===== src/rtl/ps2_pkg.sv =====
// Shared constants, state encoding and scan-code digit lookup for the
// PS/2 numeric entry block.
package ps2_pkg;

  localparam logic [7:0] BRK_PREFIX = 8'hF0;
  localparam logic [7:0] KEY_BKSP   = 8'h66;
  localparam logic [7:0] KEY_ESC    = 8'h76;
  localparam logic [7:0] KEY_ENTER  = 8'h5A;

  localparam logic [1:0] ST_EMPTY_ENC = 2'd0;
  localparam logic [1:0] ST_ENTRY_ENC = 2'd1;
  localparam logic [1:0] ST_FULL_ENC  = 2'd2;

  typedef enum logic [1:0] {
    ST_EMPTY = ST_EMPTY_ENC,
    ST_ENTRY = ST_ENTRY_ENC,
    ST_FULL  = ST_FULL_ENC
  } state_t;

  // Returns {hit, value}; hit=0 means the make code is not a digit key.
  function automatic logic [4:0] map_digit(input logic [7:0] make,
                                           input logic       keypad_en);
    logic [4:0] r;
    r = 5'h00;
    case (make)
      8'h45: r = 5'h10;
      8'h16: r = 5'h11;
      8'h1E: r = 5'h12;
      8'h26: r = 5'h13;
      8'h25: r = 5'h14;
      8'h2E: r = 5'h15;
      8'h36: r = 5'h16;
      8'h3D: r = 5'h17;
      8'h3E: r = 5'h18;
      8'h46: r = 5'h19;
      default: r = 5'h00;
    endcase
    if (!r[4] && keypad_en) begin
      case (make)
        8'h70: r = 5'h10;
        8'h69: r = 5'h11;
        8'h72: r = 5'h12;
        8'h7A: r = 5'h13;
        8'h6B: r = 5'h14;
        8'h73: r = 5'h15;
        8'h74: r = 5'h16;
        8'h6C: r = 5'h17;
        8'h75: r = 5'h18;
        8'h7D: r = 5'h19;
        default: r = 5'h00;
      endcase
    end
    return r;
  endfunction

endpackage


===== src/rtl/ps2_event_detect.sv =====
// Turns the receiver's level-style code-available flag into a single-cycle
// event, qualified so only break codes (F0xx) get through.
module ps2_event_detect
  import ps2_pkg::*;
(
  input  logic        i_clk,
  input  logic        i_rst,
  input  logic [15:0] i_code,
  input  logic        i_status,
  output logic        o_event,
  output logic [7:0]  o_make
);

  logic r_status_d;

  // Previous flag value for rising-edge detection
  always_ff @(posedge i_clk) begin
    if (i_rst) r_status_d <= 1'b0;
    else       r_status_d <= i_status;
  end

  assign o_event = i_status & ~r_status_d & (i_code[15:8] == BRK_PREFIX);
  assign o_make  = i_code[7:0];

endmodule


===== src/rtl/ps2_num_entry.sv =====
// Multi-digit decimal entry from PS/2 break codes: packed-BCD buffer with
// backspace, clear and commit. All outputs are registered.
module ps2_num_entry
  import ps2_pkg::*;
#(
  parameter int DIGITS    = 4,
  parameter int KEYPAD_EN = 1
) (
  input  logic                         i_clk,
  input  logic                         i_rst,
  input  logic [15:0]                  i_code,
  input  logic                         i_status,
  output logic [4*DIGITS-1:0]          o_buf,
  output logic [$clog2(DIGITS+1)-1:0]  o_count,
  output logic                         o_digit,
  output logic [3:0]                   o_num,
  output logic                         o_valid,
  output logic [4*DIGITS-1:0]          o_value,
  output logic                         o_error
);

  localparam int BW = 4 * DIGITS;
  localparam int CW = $clog2(DIGITS + 1);

  logic          w_event;
  logic [7:0]    w_make;
  logic [4:0]    w_map;

  state_t        r_state, w_state;
  logic [BW-1:0] r_buf,   w_buf;
  logic [CW-1:0] r_count, w_count;
  logic [3:0]    r_num,   w_num;
  logic [BW-1:0] r_value, w_value;
  logic          r_digit, w_digit;
  logic          r_valid, w_valid;
  logic          r_error, w_error;

  ps2_event_detect u_evt (
    .i_clk    (i_clk),
    .i_rst    (i_rst),
    .i_code   (i_code),
    .i_status (i_status),
    .o_event  (w_event),
    .o_make   (w_make)
  );

  assign w_map = map_digit(w_make, KEYPAD_EN != 0);

  // State, buffer and output registers
  always_ff @(posedge i_clk) begin
    if (i_rst) begin
      r_state <= ST_EMPTY;
      r_buf   <= '0;
      r_count <= '0;
      r_num   <= '0;
      r_value <= '0;
      r_digit <= 1'b0;
      r_valid <= 1'b0;
      r_error <= 1'b0;
    end else begin
      r_state <= w_state;
      r_buf   <= w_buf;
      r_count <= w_count;
      r_num   <= w_num;
      r_value <= w_value;
      r_digit <= w_digit;
      r_valid <= w_valid;
      r_error <= w_error;
    end
  end

  // Next-state and next-output decode; one event per cycle at most, so the
  // pulses are mutually exclusive by construction
  always_comb begin
    w_state = r_state;
    w_buf   = r_buf;
    w_count = r_count;
    w_num   = r_num;
    w_value = r_value;
    w_digit = 1'b0;
    w_valid = 1'b0;
    w_error = 1'b0;
    if (w_event) begin
      if (w_map[4]) begin
        if (r_state == ST_FULL) begin
          // Overflow: buffer and last digit stay as they are
          w_error = 1'b1;
        end else begin
          // Shift form works for DIGITS=1 where a concat slice would not
          w_buf   = (r_buf << 4) | BW'(w_map[3:0]);
          w_count = r_count + 1'b1;
          w_digit = 1'b1;
          w_num   = w_map[3:0];
          w_state = (w_count == CW'(DIGITS)) ? ST_FULL : ST_ENTRY;
        end
      end else begin
        case (w_make)
          KEY_BKSP: begin
            if (r_state != ST_EMPTY) begin
              w_buf   = r_buf >> 4;
              w_count = r_count - 1'b1;
              w_state = (w_count == '0) ? ST_EMPTY : ST_ENTRY;
            end
          end
          KEY_ESC: begin
            w_buf   = '0;
            w_count = '0;
            w_state = ST_EMPTY;
          end
          KEY_ENTER: begin
            if (r_state == ST_EMPTY) begin
              w_error = 1'b1;
            end else begin
              w_value = r_buf;
              w_valid = 1'b1;
              w_buf   = '0;
              w_count = '0;
              w_state = ST_EMPTY;
            end
          end
          default: ;
        endcase
      end
    end
  end

  assign o_buf   = r_buf;
  assign o_count = r_count;
  assign o_digit = r_digit;
  assign o_num   = r_num;
  assign o_valid = r_valid;
  assign o_value = r_value;
  assign o_error = r_error;

endmodule


===== config.mk =====
export PLATFORM = sky130hd
export DESIGN_NAME = ps2_num_entry
export DESIGN_NICKNAME = d
export VERILOG_FILES = /design/src/rtl/ps2_pkg.sv /design/src/rtl/ps2_event_detect.sv /design/src/rtl/ps2_num_entry.sv
export SDC_FILE = /design/constraint.sdc
export NUM_CORES = 1
export LEC_CHECK = 0
export BUFFER_PORTS_ARGS = -buffer_cell sky130_fd_sc_hd__clkbuf_2
export CAP_MARGIN = 15
export CORE_UTILIZATION = 48
export CTS_CLUSTER_DIAMETER = 40
export DETAILED_ROUTE_END_ITERATION = 16
export GPL_ROUTABILITY_DRIVEN = 0
export HOLD_SLACK_MARGIN = 0.08
export MAX_ROUTING_LAYER = met4
export PLACE_DENSITY = 0.76
export SYNTH_ARGS = -nofsm -noshare
export SYNTH_HDL_FRONTEND = slang
export SYNTH_SLANG_ARGS = --single-unit
export TNS_END_PERCENT = 5

===== constraint.sdc =====
create_clock -name i_clk -period 2.5 [get_ports i_clk]
set_input_delay 0.375 -clock i_clk [delete_from_list [all_inputs] [get_ports i_clk]]
set_output_delay 0.375 -clock i_clk [all_outputs]
set_load 0.005 [all_outputs]

# --- Word level (Yosys, flattened, before mapping) ---
# Index checks and enable logic that the tools add are counted.
# Widths: inputs -> output; s select.
word_totals:
  word_cells: 85
  output_inout_bits: 42
  input_bits: 19
  ff_bits: 45
op_classes:
  bitwise: 9
  mux: 26
  eq_ne: 29
  n_addsub: 2
  n_reduce_logical: 10
ops:
  columns: ["op", "n"]
  rows:
  - ["$eq 8x7->1 const B", 15]
  - ["$pmux 5 s10", 2]
  - ["$mux 16", 4]
  - ["$eq 8x6->1 const B", 6]
  - ["$pmux 16 s3", 1]
  - ["$eq 8x5->1 const B", 2]
  - ["$or 16x4->16", 1]
  - ["$mux 3", 4]
  - ["$mux 2", 5]
  - ["$pmux 3 s3", 1]
  - ["$eq 8x8->1 const B", 1]
  - ["$mux 1", 7]
  - ["$ne 3x3->1 const B", 2]
  - ["$not 1->1", 6]
  - ["$pmux 2 s3", 1]
  - ["$mux 5", 1]
  - ["$reduce_and 5->1", 1]
  - ["$reduce_and 4->1", 1]
  - ["$reduce_bool 4->1", 1]
  - ["$reduce_or 4->1", 1]
  - ["$add 3x1->3 const B", 1]
  - ["$eq 3x3->1 const B", 1]
  - ["$logic_not 3->1", 1]
  - ["$reduce_and 3->1", 1]
  - ["other kinds (8)", 9]

# --- Longest topological paths before layout ---
# Gate-level depths: netlist (run 1).
depth:
  depth_word: 6
  mapped_depth: 11
  depth_no_buf: 7

# --- Modules after synthesis ---
# A second synthesis (run 1) with hierarchy kept.
hier_totals:
  hier_cells: 303
  area_unflattened_um2: 2468.6
modules_own_cells:
  columns: ["module", "cells_per_inst", "n_inst", "area_each_um2", "seq_area_each_um2"]
  rows:
  - ["ps2_num_entry", 290, 1, 2353.5, 880.8]
  - ["ps2_event_detect", 13, 1, 115.1, 20.0]

# --- Worst setup path before layout (run 1) ---
# No wires, ideal clock.
synth_path:
  path_type: "in2reg"
  start: "input port i_code[9]"
  end: "register r_buf[0], in the netlist o_buf[0]"
  slack_ps: 119
  setup_time_ps: 132
  arrival_time_ps: 2249
  cell_stages: 9
  n_path_buf: 2
  t_required_ps: 2368
  cell_sequence: "or4b_1 > or3_4 > nand2b_4 > o32a_2 > o21a_1 > buf_6 > buf_8 > a211oi_1 > nor3_1"
synth_via:
  elab_chain_len: 3
synth_lines:
  columns: ["element", "line", "rtl"]
  rows:
  - ["start, declared", "ps2_num_entry.sv:11", "input logic [15:0] i_code,"]
  - ["$eq 8x8->1", "ps2_event_detect.sv:22", "assign o_event = i_status & ~r_status_d & (i_code[15:8] == BRK_PREFIX);"]
  - ["$and 1x1->1", "ps2_event_detect.sv:22", null]
  - ["$reduce_and 5->1 (no line)", null, null]
  - ["end signal, assigned", "ps2_num_entry.sv:62", "r_buf <= w_buf;"]
  - ["end, declared", "ps2_num_entry.sv:30", "logic [BW-1:0] r_buf, w_buf;"]
# No other way between the ends.
# A chain may end at the register's enable or synchronous reset.

# --- Final worst setup path (run 1) ---
layout_path:
  start: "register u_evt.r_status_d"
  end: "register r_buf[10], in the netlist o_buf[10]"
layout_via:
  elab_chain_len: 4
layout_lines:
  columns: ["element", "line", "rtl"]
  rows:
  - ["start, declared", "ps2_event_detect.sv:14", "logic r_status_d;"]
  - ["start signal, assigned", "ps2_event_detect.sv:19", "else r_status_d <= i_status;"]
  - ["$not 1->1", "ps2_event_detect.sv:22", null]
  - ["$and 1x1->1 (2 in series)", "ps2_event_detect.sv:22", null]
  - ["$reduce_and 5->1 (no line)", null, null]
# No other way between the ends.

==> flow_metrics.py, run 1 <==
metrics = {
    "worst_setup_path": {
        "critPathKind": "flop to flop",
        "crit_path_end_kind": "flop",
        "slowest_stage": "or4b_1",
        "cpLargestDelayFamily": "simple AND/OR/NAND/NOR gates",
        "critical_path_required_ns": 2.67,
        "max_stage_delay_ns": 0.55,
        "start_kind": "flop",
        "crit_buf_inv": 1,
        "cp_max_fo": 18,
        "cp_cell_sequence": "or4b_1, or3_4, nand2b_4, o32a_2, o21a_1, buf_12, a221oi_1, nor3_1",
        "worstPathArrival_ns": 2.55,
    },
    "placement": {
        "place_ws_ns": -0.0283,
        "placed_area_um2": 2830,
        "io_buffers": 60,
        "hpwl_um": 4090,
        "place_inst": 412,
    },
    "power_and_ir_drop": {
        "p_per_area_nw_per_um2": 467,
        "vdd_drop_max_uv": 257,
        "p_leak_nw": 1.23,
        "power.total_mw": 1.38,
    },
    "status": {
        "status": "finished, final reports clean",
    },
    "logic_synthesis": {
        "synth_nets": 312,
        "synthArstFlopShare": 0,
        "yosys_register_bits": 45,
        "synth_area_per_cell_um2": 8.36,
        "synth_ff_type": "dfxtp_1",
        "synth-edff-count": 0,
        "syn_inst": 289,
        "yosysWarningCount": 0,
        "syn_area_um2": 2410,
        "synthDistinctLibCells": 55,
        "seq_area_frac_synth": 0.373,
    },
    "global_routing": {
        "grt_first_pass_wirelength_um": 9560,
        "grt_overflow_total": 0,
        "grt_pass1_vias": 1974,
        "antenna_found_initial": 0,
        "grt_max_degree": 41,
        "grt_usage": 0.239,
    },
    "clock_network": {
        "cts_tree": "done",
        "cts_max_level": 2,
        "cts.clk_slew.worst_paths_ns": 0.08,
        "cts_buffers": 5,
        "clkSinkCount": 45,
        "ctsLongestPathBuffers": 2,
        "postCtsHoldBufs": 0,
        "clk_latency_ns": 0.30,
        "cts_root_buffer": "clkbuf_8",
    },
    "sta": {
        "final-setup-viol-count": 0,
        "hold_ws_ns": 0.297,
        "worst_pin_slew_ns": 0.438,
        "rsz0062_at_grt": "false",
        "setup_ws_ns": 0.120,
        "hold_viol": 0,
        "period_share": 0.952,
        "slew_violations": 0,
        "tns_ns": 0,
        "fin_worst_skew_ns": 0.00723,
        "slew_headroom": 0.705,
        "period_needed_ns": 2.38,
        "timing.fmax_mhz": 420,
    },
    "floorplanning": {
        "die-area_um2": 5320,
        "io_pins": 61,
        "die_w_um": 72.9,
        "num_rows": 25,
        "start_util": 0.505,
        "core_um2": 4790,
        "dieHeight_um": 72.9,
    },
    "detailed_routing": {
        "ant_nets": 0,
        "first_pass_iters": 4,
        "viasPerCell": 5.55,
        "route.detailed.drc": 0,
        "dr_total_vias": 2330,
        "wl_per_cell_um": 13.6,
        "drt_iter0_drc": 163,
        "wirelength_um": 5720,
    },
    "layout": {
        "drive_gt1_frac": 0.278,
        "diodes": 0,
        "area_delta_synth_final_pct": 22.1,
        "design_area_um2": 2950,
        "final_util": 0.616,
        "stdcell_count": 420,
        "layout.nets": 375,
    },
    "flow_run": {
        "cap_violations": 0,
    },
    "worst_hold_path": {
        "hp-class": "input port to flop",
    },
}
## sequential cells by signal, summed over array words and instances (netlist names)
register / cells
o_count: 3
u_evt.r_status_d: 1
o_num: 4
r_state: 2
o_error: 1
o_value: 16
o_digit: 1
o_buf: 16
o_valid: 1
## cells by family (layout without fill, tap and decap cells)
logic type / count (synthesis) / count (layout) / synth area share
xor gates and xnor gates: 3 / 3 / 0.0109
DFF: 45 / 45 / 0.373
adders and majority gates: 4 / 4 / 0.0207
AOI/OAI and AO/OA: 67 / 67 / 0.212
buffers and inverters: 29 / 93 / 0.0611
muxes: 10 / 10 / 0.0420
and+or+nand+nor: 131 / 131 / 0.280
## where the power goes
group	internal (mW)	switching, mW	total (mW)
Clock	0.300	0.247	0.547
Combinational	0.0418	0.0693	0.111
Sequential	0.717	0.000207	0.717
Total	1.06	0.317	1.38
## metal layers
layer / vias to the layer above / routed length [µm] / GRT usage
met4: 0 / 82 / 0.0915
li1: 1163 / - / -
met1: 1087 / 2750 / 0.328
met5: - / 0 / -
met2: 73 / 2610 / 0.351
met3: 7 / 283 / 0.0373
## synthesized netlist by cell type, types with 4 or more instances
cell	n	area [µm²]
a211oi_1	6	45.0
a21oi_1	23	115
mux2i_1	9	90.1
a22o_1	5	43.8
dfxtp_1	45	901
nor3_1	15	75.1
a221oi_2	5	75.1
clkbuf_1	11	41.3
nor2_1	30	113
a221oi_1	4	35.0
nand2_1	41	154
nand2b_1	5	31.3
nor4b_1	5	43.8
nor3b_1	4	30.0
buf_2	7	35.0
nand3_1	4	20.0
nor2b_1	9	56.3
ha_1	4	50.1
inv_1	7	26.3
## timing repair
item,4_1_cts,5_1_grt
setup endpoints to repair,0,2
setup buffers,0,0
gates resized for setup,0,2
## worst reg2reg max path, stage by stage, from the launching register on
cell      delay (ns)
dfxtp_1         0.30
or4b_1          0.55
or3_4           0.42
nand2b_4        0.16
o32a_2          0.21
o21a_1          0.14
buf_12          0.16
a221oi_1        0.24
nor3_1          0.09
## worst paths after layout
| check | from | end | slack [ns] | cells after the start |
|---|---|---|---|---|
| worst max-delay path | u_evt.r_status_d | o_buf[10] | 0.12 | 8 |
| worst min-delay path | i_status | u_evt.r_status_d | 0.30 | 2 |
| worst max register to register | u_evt.r_status_d | o_buf[10] | 0.12 | 8 |
| worst min register to register | o_value[2] | o_value[2] | 0.45 | 2 |
## layout make-up
cell class                      count  area, µm²
Clock buffer                        6       72.6
Multi-Input combinational cell    215       1380
Fill cell                         443       1840
Timing Repair Buffer               78        448
Tap cell                           67       83.8
Clock inverter                      2       38.8
Inverter                            7       26.3
Sequential cell                    45        901
## cell usage in the layout, fill, tap and decap left out, drive strengths merged, types with 5 or more instances in the layout
master  Yosys  final
nor4b       5      5
a21oi      24     24
dfxtp      45     45
nand2b      6      6
a221oi      9      9
clkbuf     11     66
inv         7      7
nor2b       9      9
nor2       30     30
a211oi      6      6
nor3       15     15
mux2i       9      9
a22o        5      5
nand2      41     41
buf        11     18
No activity file was read; power rests on OpenSTA's default activity.
==> run 2, diff against run 1 <==
--- a/config.mk
+++ b/config.mk
@@ -5,15 +5,15 @@
 export SDC_FILE = /design/constraint.sdc
 export NUM_CORES = 1
 export LEC_CHECK = 0
-export BUFFER_PORTS_ARGS = -buffer_cell sky130_fd_sc_hd__clkbuf_2
 export CAP_MARGIN = 15
-export CORE_UTILIZATION = 48
+export CORE_UTILIZATION = 57
 export CTS_CLUSTER_DIAMETER = 40
 export DETAILED_ROUTE_END_ITERATION = 16
+export DONT_BUFFER_PORTS = 1
 export GPL_ROUTABILITY_DRIVEN = 0
-export HOLD_SLACK_MARGIN = 0.08
+export HOLD_SLACK_MARGIN = 0.03
 export MAX_ROUTING_LAYER = met4
-export PLACE_DENSITY = 0.76
+export PLACE_DENSITY = 0.75
 export SYNTH_ARGS = -nofsm -noshare
 export SYNTH_HDL_FRONTEND = slang
 export SYNTH_SLANG_ARGS = --single-unit
==> flow_metrics.py, run 2 (same netlist as run 1, synthesis figures left out) <==
metrics = {
    "floorplanning": {
        "die-area_um2": 4500,
        "start_util": 0.599,
        "num_rows": 23,
        "io_pins": 61,
        "core_um2": 4030,
        "die_w_um": 67.1,
        "dieHeight_um": 67.1,
    },
    "global_routing": {
        "antenna_found_initial": 0,
        "grt_overflow_total": 0,
        "grt_pass1_vias": 1760,
        "grt_first_pass_wirelength_um": 8480,
        "grt_max_degree": 50,
        "grt_usage": 0.255,
    },
    "worst_setup_path": {
        "reg2regPathDepth": 8,
        "critical_path_required_ns": 2.68,
        "cp_cell_sequence": "or4b_1, or3_4, nand2b_4, o32a_2, o21a_1, buf_12, a221oi_1, nor3_1",
        "worstPathArrival_ns": 2.55,
        "critPathKind": "flop to flop",
        "start_kind": "flop",
        "crit_path_end_kind": "flop",
        "cpLargestDelayFamily": "simple AND/OR/NAND/NOR gates",
        "slowest_stage": "or4b_1",
        "crit_buf_inv": 1,
        "cp.depth": 8,
        "max_stage_delay_ns": 0.53,
        "cp_max_fo": 18,
    },
    "sta": {
        "rsz0062_at_grt": "false",
        "period_needed_ns": 2.36,
        "timing.fmax_mhz": 423,
        "slew_headroom": 0.693,
        "period_share": 0.945,
        "worst_pin_slew_ns": 0.460,
        "final-setup-viol-count": 0,
        "fin_worst_skew_ns": 0.00454,
        "tns_ns": 0,
        "slew_violations": 0,
        "hold_viol": 0,
    },
    "detailed_routing": {
        "drt_iter0_drc": 181,
        "first_pass_iters": 4,
        "wirelength_um": 5500,
        "route.detailed.drc": 0,
        "dr_total_vias": 2114,
        "viasPerCell": 6.29,
        "wl_per_cell_um": 16.4,
        "ant_nets": 0,
    },
    "clock_network": {
        "post_cts_buffers": 0,
        "post_cts_resized": 0,
        "clk_latency_ns": 0.30,
        "cts_max_level": 2,
        "cts.clk_slew.worst_paths_ns": 0.08,
        "cts_root_buffer": "clkbuf_8",
        "cts_buffers": 5,
        "ctsLongestPathBuffers": 2,
        "clkSinkCount": 45,
        "cts_tree": "done",
        "postCtsHoldBufs": 0,
    },
    "power_and_ir_drop": {
        "p_leak_nw": 0.941,
        "p_per_area_nw_per_um2": 513,
        "vdd_drop_max_uv": 352,
    },
    "status": {
        "status": "finished, final reports clean",
    },
    "layout": {
        "mostFrequentLayoutCell": "dfxtp_1",
        "final_cell_mix": "dfxtp_1, nand2_1, nor2_1",
        "diodes": 0,
        "layout.nets": 308,
        "area_delta_synth_final_pct": 7.62,
        "drive_gt1_frac": 0.108,
        "stdcell_count": 336,
    },
    "worst_hold_path": {
        "hp-class": "input port to flop",
        "min_path_cells": 1,
    },
    "flow_run": {
        "cap_violations": 0,
    },
    "placement": {
        "hpwl_um": 3850,
        "place_inst": 328,
        "io_buffers": 0,
    },
}
[run 2: cell count changes in the layout (fill, tap and decap cells not counted), sizes merged]
cell and delta:
buf -7, clkbuf -60
[run 2: path summary, 6_finish.rpt]
check / from / to / slack, ns
max: u_evt.r_status_d / o_buf[7] / 0.14
min: i_rst / u_evt.r_status_d / 0.14
max reg2reg: u_evt.r_status_d / o_buf[7] / 0.14
min reg2reg: o_value[0] / o_value[0] / 0.46
[run 2: power breakdown]
| part | internal (mW) | switching, mW | total (mW) |
|---|---|---|---|
| clock network | 0.300 | 0.254 | 0.555 |
| logic | 0.0273 | 0.0334 | 0.0607 |
| registers | 0.717 | 0.000217 | 0.717 |
| total | 1.04 | 0.288 | 1.33 |
[run 2: layout make-up]
class	count	area [µm²]
tap	50	62.6
inverter	7	26.3
timing repair buffer	11	120
fill	360	1430
clock buffer	6	72.6
multi-input combinational	215	1380
clock inverter	2	38.8
sequential	45	901
[run 2: per-stage QoR]
step / hold WS, ns / power, mW / setup WS, ns / area, µm² / util
floorplan: 0.437 / 0.805 / 0.119 / 2410 / -
finish: 0.136 / 1.33 / 0.138 / 2600 / 0.645
global placement: 0.450 / 0.793 / 0.118 / 2480 / 0.616
detailed placement: 0.452 / 0.794 / 0.0764 / 2480 / 0.616
global route: 0.121 / 1.37 / 0.00965 / 2600 / 0.645
CTS: 0.132 / 1.34 / 0.100 / 2590 / 0.643
[run 2: per-layer routing]
metal,track usage,share of wire,up-vias
li1,-,-,1040
met1,0.321,0.44,1015
met2,0.391,0.49,55
met3,0.0788,0.060,4
met4,0.0718,0.0065,0
met5,-,0,-
